File: config.mk
export PLATFORM = sky130hd
export DESIGN_NAME = i2s_master_flat
export DESIGN_NICKNAME = d
export VERILOG_FILES = /design/src/rtl/i2s_pkg.sv /design/src/rtl/i2s_if.sv /design/src/rtl/i2s_bclk_gen.sv /design/src/rtl/i2s_master.sv /design/src/flat_wrapper.sv
export SDC_FILE = /design/constraint.sdc
export NUM_CORES = 1
export LEC_CHECK = 0
export ABC_AREA = 1
export BUFFER_PORTS_ARGS = -buffer_cell sky130_fd_sc_hd__buf_2
export CAP_MARGIN = 15
export CORE_MARGIN = 1.5
export CORE_UTILIZATION = 57
export DETAILED_ROUTE_END_ITERATION = 10
export PLACE_DENSITY = 0.83
export SLEW_MARGIN = 20
export SYNTH_ARGS = -nofsm -noshare
export SYNTH_HDL_FRONTEND = slang
export SYNTH_HIERARCHICAL = 1
export SYNTH_SLANG_ARGS = --single-unit
File: constraint.sdc
create_clock -name clk -period 5.5 [get_ports clk]
set_input_delay 0.55 -clock clk [delete_from_list [all_inputs] [get_ports clk]]
set_output_delay 0.55 -clock clk [all_outputs]
set_load 0.03 [all_outputs]
File: src/rtl/i2s_pkg.sv
// Shared I2S framing constants and elaboration helpers for the bus master.
package i2s_pkg;

  localparam logic LEFT  = 1'b0;
  localparam logic RIGHT = 1'b1;

  function automatic int frame_len(input int slot_bits);
    return 2 * slot_bits;
  endfunction

  function automatic bit params_legal(input int sample_size, input int slot_bits,
                                      input int bclk_half);
    return (sample_size >= 2) && (slot_bits >= sample_size + 1) && (bclk_half >= 1);
  endfunction

endpackage

File: src/rtl/i2s_if.sv
// I2S master-side bus: sample handshake on the system side plus the serial pins.
interface i2s_if #(
  parameter int sample_size = 16
);
  // frame_strobe and rx_valid are one-clk pulses raised by the clk edge that
  // latched tx_l/tx_r and updated rx_l/rx_r; there is no back-pressure, so the
  // system side must present the next stereo pair before each frame start.
  logic                   enable;
  logic [sample_size-1:0] tx_l;
  logic [sample_size-1:0] tx_r;
  logic                   frame_strobe;
  logic                   din;
  logic                   bclk;
  logic                   lrclk;
  logic                   dout;
  logic [sample_size-1:0] rx_l;
  logic [sample_size-1:0] rx_r;
  logic                   rx_valid;

  modport master (
    input  enable, tx_l, tx_r, din,
    output frame_strobe, bclk, lrclk, dout, rx_l, rx_r, rx_valid
  );

  modport slave (
    output enable, tx_l, tx_r, din,
    input  frame_strobe, bclk, lrclk, dout, rx_l, rx_r, rx_valid
  );
endinterface

File: src/rtl/i2s_bclk_gen.sv
// Bit-clock divider: toggles bclk every bclk_half clk cycles and flags the edge.
module i2s_bclk_gen
  import i2s_pkg::*;
#(
  parameter int bclk_half = 4
) (
  input  logic clk,
  input  logic reset,
  input  logic enable,
  output logic bclk,
  output logic rise_evt,
  output logic fall_evt
);

  localparam int            DW       = (bclk_half > 1) ? $clog2(bclk_half) : 1;
  localparam logic [DW-1:0] DIV_LAST = DW'(bclk_half - 1);

  logic [DW-1:0] div_ctr;
  logic          wrap;

  // Events are asserted in the cycle whose closing edge performs the toggle.
  assign wrap     = enable && (div_ctr == DIV_LAST);
  assign rise_evt = wrap && !bclk;
  assign fall_evt = wrap && bclk;

  always_ff @(posedge clk) begin
    if (reset || !enable) begin
      div_ctr <= '0;
      bclk    <= 1'b0;
    end else if (wrap) begin
      div_ctr <= '0;
      bclk    <= ~bclk;
    end else begin
      div_ctr <= div_ctr + 1'b1;
    end
  end

endmodule

File: src/rtl/i2s_master.sv
// I2S bus master: owns bclk/lrclk, shifts a stereo pair out on dout and
// assembles the incoming stereo pair from din in Philips framing.
module i2s_master
  import i2s_pkg::*;
#(
  parameter int sample_size = 16,
  parameter int slot_bits   = 32,
  parameter int bclk_half   = 4
) (
  input logic clk,
  input logic reset,
  i2s_if.master bus
);

  localparam int            FRAME     = frame_len(slot_bits);
  localparam int            BW        = $clog2(FRAME);
  localparam int            IW        = $clog2(sample_size);
  localparam logic [BW-1:0] B_LAST    = BW'(FRAME - 1);
  localparam logic [BW-1:0] SLOT      = BW'(slot_bits);
  localparam logic [BW-1:0] SS_B      = BW'(sample_size);
  localparam bit            PARAMS_OK = params_legal(sample_size, slot_bits, bclk_half);

  logic                     rise_evt;
  logic                     fall_evt;
  logic [BW-1:0]            b;
  logic [BW-1:0]            b_next;
  logic [BW-1:0]            p_cur;
  logic [BW-1:0]            p_next;
  logic [BW-1:0]            bit_sel;
  logic [sample_size-1:0]   word;
  logic                     tx_bit;
  logic                     rx_take;
  logic [sample_size-1:0]   tx_l_lat;
  logic [sample_size-1:0]   tx_r_lat;
  logic [2*sample_size-1:0] rx_sr;
  logic                     primed;

  i2s_bclk_gen #(.bclk_half(bclk_half)) u_bclk_gen (
    .clk      (clk),
    .reset    (reset),
    .enable   (bus.enable),
    .bclk     (bus.bclk),
    .rise_evt (rise_evt),
    .fall_evt (fall_evt)
  );

  function automatic logic [BW-1:0] slot_pos(input logic [BW-1:0] bv);
    return (bv >= SLOT) ? bv - SLOT : bv;
  endfunction

  assign b_next = (b == B_LAST) ? '0 : b + 1'b1;

  // dout is computed for the bit position the upcoming fall moves into.
  always_comb begin
    p_cur   = slot_pos(b);
    p_next  = slot_pos(b_next);
    bit_sel = SS_B - p_next;
    word    = (b_next >= SLOT) ? tx_r_lat : tx_l_lat;
    tx_bit  = (p_next != '0) && (p_next <= SS_B) && word[bit_sel[IW-1:0]];
    rx_take = rise_evt && (p_cur != '0) && (p_cur <= SS_B);
  end

  always_ff @(posedge clk) begin
    if (reset) begin
      b                <= B_LAST;
      bus.lrclk        <= LEFT;
      bus.dout         <= 1'b0;
      bus.frame_strobe <= 1'b0;
      bus.rx_valid     <= 1'b0;
      bus.rx_l         <= '0;
      bus.rx_r         <= '0;
      primed           <= 1'b0;
      tx_l_lat         <= '0;
      tx_r_lat         <= '0;
      rx_sr            <= '0;
    end else if (!bus.enable) begin
      // Parked one position before frame start so the first fall opens a frame.
      b                <= B_LAST;
      bus.lrclk        <= LEFT;
      bus.dout         <= 1'b0;
      bus.frame_strobe <= 1'b0;
      bus.rx_valid     <= 1'b0;
      primed           <= 1'b0;
    end else begin
      bus.frame_strobe <= 1'b0;
      bus.rx_valid     <= 1'b0;
      if (rx_take) begin
        rx_sr <= {rx_sr[2*sample_size-2:0], bus.din};
      end
      if (fall_evt) begin
        b         <= b_next;
        bus.lrclk <= (b_next >= SLOT) ? RIGHT : LEFT;
        bus.dout  <= tx_bit;
        if (b_next == '0) begin
          tx_l_lat         <= bus.tx_l;
          tx_r_lat         <= bus.tx_r;
          bus.frame_strobe <= 1'b1;
          primed           <= 1'b1;
          // The frame just closed is only complete if we ran through all of it.
          if (primed) begin
            bus.rx_l     <= rx_sr[2*sample_size-1:sample_size];
            bus.rx_r     <= rx_sr[sample_size-1:0];
            bus.rx_valid <= 1'b1;
          end
        end
      end
    end
  end

  always_ff @(posedge clk) begin
    if (!reset) assert (PARAMS_OK);
  end

endmodule

File: src/flat_wrapper.sv
// flat-port wrapper written by rule: the top's interface ports become plain ports
module i2s_master_flat import i2s_pkg::*;
#(
  parameter int sample_size = 16,
  parameter int slot_bits   = 32,
  parameter int bclk_half   = 4
)
  (clk, reset, bus_enable, bus_tx_l, bus_tx_r, bus_din, bus_frame_strobe, bus_bclk, bus_lrclk, bus_dout, bus_rx_l, bus_rx_r, bus_rx_valid);
  i2s_if #(.sample_size(sample_size)) bus_i ();
  input logic clk;
  input logic reset;
  input wire logic [$bits(bus_i.enable)-1:0] bus_enable;
  input wire logic [$bits(bus_i.tx_l)-1:0] bus_tx_l;
  input wire logic [$bits(bus_i.tx_r)-1:0] bus_tx_r;
  input wire logic [$bits(bus_i.din)-1:0] bus_din;
  output wire logic [$bits(bus_i.frame_strobe)-1:0] bus_frame_strobe;
  output wire logic [$bits(bus_i.bclk)-1:0] bus_bclk;
  output wire logic [$bits(bus_i.lrclk)-1:0] bus_lrclk;
  output wire logic [$bits(bus_i.dout)-1:0] bus_dout;
  output wire logic [$bits(bus_i.rx_l)-1:0] bus_rx_l;
  output wire logic [$bits(bus_i.rx_r)-1:0] bus_rx_r;
  output wire logic [$bits(bus_i.rx_valid)-1:0] bus_rx_valid;
  assign bus_i.enable = bus_enable;
  assign bus_i.tx_l = bus_tx_l;
  assign bus_i.tx_r = bus_tx_r;
  assign bus_i.din = bus_din;
  assign bus_frame_strobe = bus_i.frame_strobe;
  assign bus_bclk = bus_i.bclk;
  assign bus_lrclk = bus_i.lrclk;
  assign bus_dout = bus_i.dout;
  assign bus_rx_l = bus_i.rx_l;
  assign bus_rx_r = bus_i.rx_r;
  assign bus_rx_valid = bus_i.rx_valid;
  i2s_master #(.sample_size(sample_size), .slot_bits(slot_bits), .bclk_half(bclk_half)) u_core (.clk(clk), .reset(reset), .bus(bus_i));
endmodule
==> qor.csv <==
metric,value,unit
antenna_left,0,
netlist.top_cell.by_area,dfxtp_1,
reg2regPathDepth,12,
totalWireLength,9380,um
cts_tree,yes,
hold_depth,3,
avgSynthCellArea,7.44,sq um
r2r-start,u_core/b[0],
max_slew_margin,35.6,%
antenna_found_initial,0,
status,finished clean,
syn_inst,596,
crit_path_end_kind,flop,
crit_arrival,3460,ps
via_per_inst,5.12,
synthDistinctLibCells,27,
grt_remaining_overflow,0,
grtUsageTotal,23.3,%
h-tree-depth,3,
cts_root_buf,clkbuf_8,
synthToLayoutAreaGrowth,10.9,%
synth_edf_count,0,
vias,3847,
clock_latency,370,ps
clk_pin_slew,110,ps
critical_path.top_delay_family,simple AND/OR/NAND/NOR gates,
hold_buffers,0,
dp_hpwl,6280,um
grt_max_degree,97,
synthTopCellsByCount,"nor2_1, dfxtp_1, o21ai_0",
critPathMaxStageDelay,440,ps
worstHoldPathType,input port to flop,
yosysWarnings,6,
r2r-end,u_core/bus.rx_r[12],
fmaxAchievable,311,MHz
cts_setup_buffers,0,
clockBufferDepth,2,
fin_skew,10.7,ps
portBuffers,72,
min_to,u_core/tx_l_lat[2],
io_pins,73,
crit_required,5750,ps
path_cells,ha_1 -> nand2_4 -> nor2_2 -> nor2_1 -> nand2_1 -> nand2_2 -> inv_2 -> nand3_2 -> nor2_4 -> nand2_4 -> o21ai_0 -> a21oi_1,
nets,686,
slew_viol_final,0,
ys.flop_type,dfxtp_1,
rsz0062_at_grt,false,
cts.sinks,110,
syn_nets,635,
fill_cells,644,
min_period,3220,ps
finalPower,1290,uW
grt_pass1_wl,15800,um
die_w,91.2,um
peakVddDrop,0.138,mV
synth_most_common_cell,nor2_1,
routedWlPerCell,12.5,um
drc,0,
cts.repair.resized,0,
grt_pass1_vias,3542,
final.setup.tns,0,ps
power_density,262,nW/um^2
finalHoldViolCount,0,
fin_crit_sh,58.5,%
reg2reg_slack,2280,ps
die_h,91.2,um
dieArea,8320,sq um
gp_congestion,1.02,
crit_buf_inv,1,
async_reset_ff_share,0,%
cts_made_buffers,9,
diodes,0,
seq_area_frac_synth,49.6,%
cap_violations,0,
worst_pin_slew,965,ps
p_leak,0.00212,uW
synth_area,4440,sq um
dr.pass1.iters,4,
setup.worst_path.start_class,flop,
synthTopCellsByArea,"dfxtp_1, nor2_1, o21ai_0",
cp_max_fo,64,
synth-seq-cells,110,
crit_type,flop to flop,
drtIter0Drc,265,
cp_slowest_cell,nand2_4,
path_common_cell,nand2_4,
initial_core_util,59.9,%
synth_top_area_share,49.6,%
fp-row-count,31,
drive_gt1_share,15.5,%
setup_viol,0,
core,7410,sq um
min_from,bus_tx_l[2],
==> how the worst max path moves through the flow <==
stage                          endpoint   startpoint  cells past startpoint
floorplan            u_core/bus.rx_r[2]  u_core/b[0]                     13
global placement    u_core/bus.rx_l[13]  u_core/b[0]                     12
detailed placement  u_core/bus.rx_l[14]  u_core/b[0]                     12
CTS                 u_core/bus.rx_l[14]  u_core/b[0]                     12
global route        u_core/bus.rx_r[12]  u_core/b[0]                     12
finish              u_core/bus.rx_r[12]  u_core/b[0]                     12
==> stage by stage <==
step	setup WS (ps)	util (%)	instances	cell area (sq um)	hold WS, ps
global placement	2560	64.0	735	4740	406
global route	1860	66.4	751	4920	402
detailed placement	2360	64.0	735	4740	416
finish	2280	66.4	751	4920	396
floorplan	3520	-	596	4440	397
CTS	2320	66.4	751	4920	393
==> sequential cells by signal, indices dropped and copies added (netlist names), 2 cells and up <==
signal	flops
u_core/b	6
u_core/bus.rx_l	16
u_core/bus.rx_r	16
u_core/rx_sr	32
u_core/tx_l_lat	16
u_core/tx_r_lat	16
u_core/u_bclk_gen/div_ctr	2
==> power breakdown <==
part           switching [uW]  total, uW  leakage [uW]  internal, uW
Combinational            23.0       39.5       0.00115          16.5
Clock                     279        451     0.0000854           172
Sequential              0.325        797      0.000886           797
Total                     302       1290       0.00212           985
==> logic make-up after synthesis <==
| family | synth area share, % |
|---|---|
| AOI/OAI and AO/OA | 18.8 |
| and+or+nand+nor | 20.0 |
| buffers and inverters | 10.3 |
| xor gates and xnor gates | 0.395 |
| DFF | 49.6 |
| adders and majority gates | 0.846 |
==> cells in the final DEF, fill, tap and decap left out, types with 2 or more instances in the layout <==
| cell | instances |
|---|---|
| a21oi_1 | 52 |
| buf_2 | 72 |
| clkbuf_8 | 9 |
| clkinvlp_4 | 2 |
| dfxtp_1 | 110 |
| ha_1 | 3 |
| inv_1 | 67 |
| inv_2 | 2 |
| inv_6 | 2 |
| nand2_1 | 43 |
| nand2_2 | 2 |
| nand2_4 | 2 |
| nand3_1 | 26 |
| nor2_1 | 131 |
| nor2_2 | 2 |
| nor3_1 | 2 |
| o211ai_1 | 4 |
| o21ai_0 | 90 |
| o21ai_1 | 16 |
| o21bai_1 | 2 |
| xor2_1 | 2 |
==> area by class of cell <==
class                      count  area [sq um]  share of cell area, %
sequential                   110          2200                   44.8
multi-input combinational    382          1780                   36.1
timing repair buffer          73           368                   7.48
inverter                      71           268                   5.44
clock buffer                  10           128                   2.59
tap                           99           124                   2.52
clock inverter                 6          52.6                   1.07
==> worst reg2reg max path: cells and delay by family (launching register included) <==
kind            cells  cell delay [ps]
flops               1              430
buf+inv             1              180
compound gates      2              400
fa+ha+maj           1              250
simple gates        8             1850
==> metal layers <==
layer	track usage (%)	up-vias	share of wire, %	wire, um
met2	36.0	122	45	4220
met4	10.5	0	2.0	192
met3	3.52	17	5.3	493
li1	-	2006	-	-
met1	32.0	1702	48	4480
met5	0	-	0	0
Power figures use the tool's default switching activity.
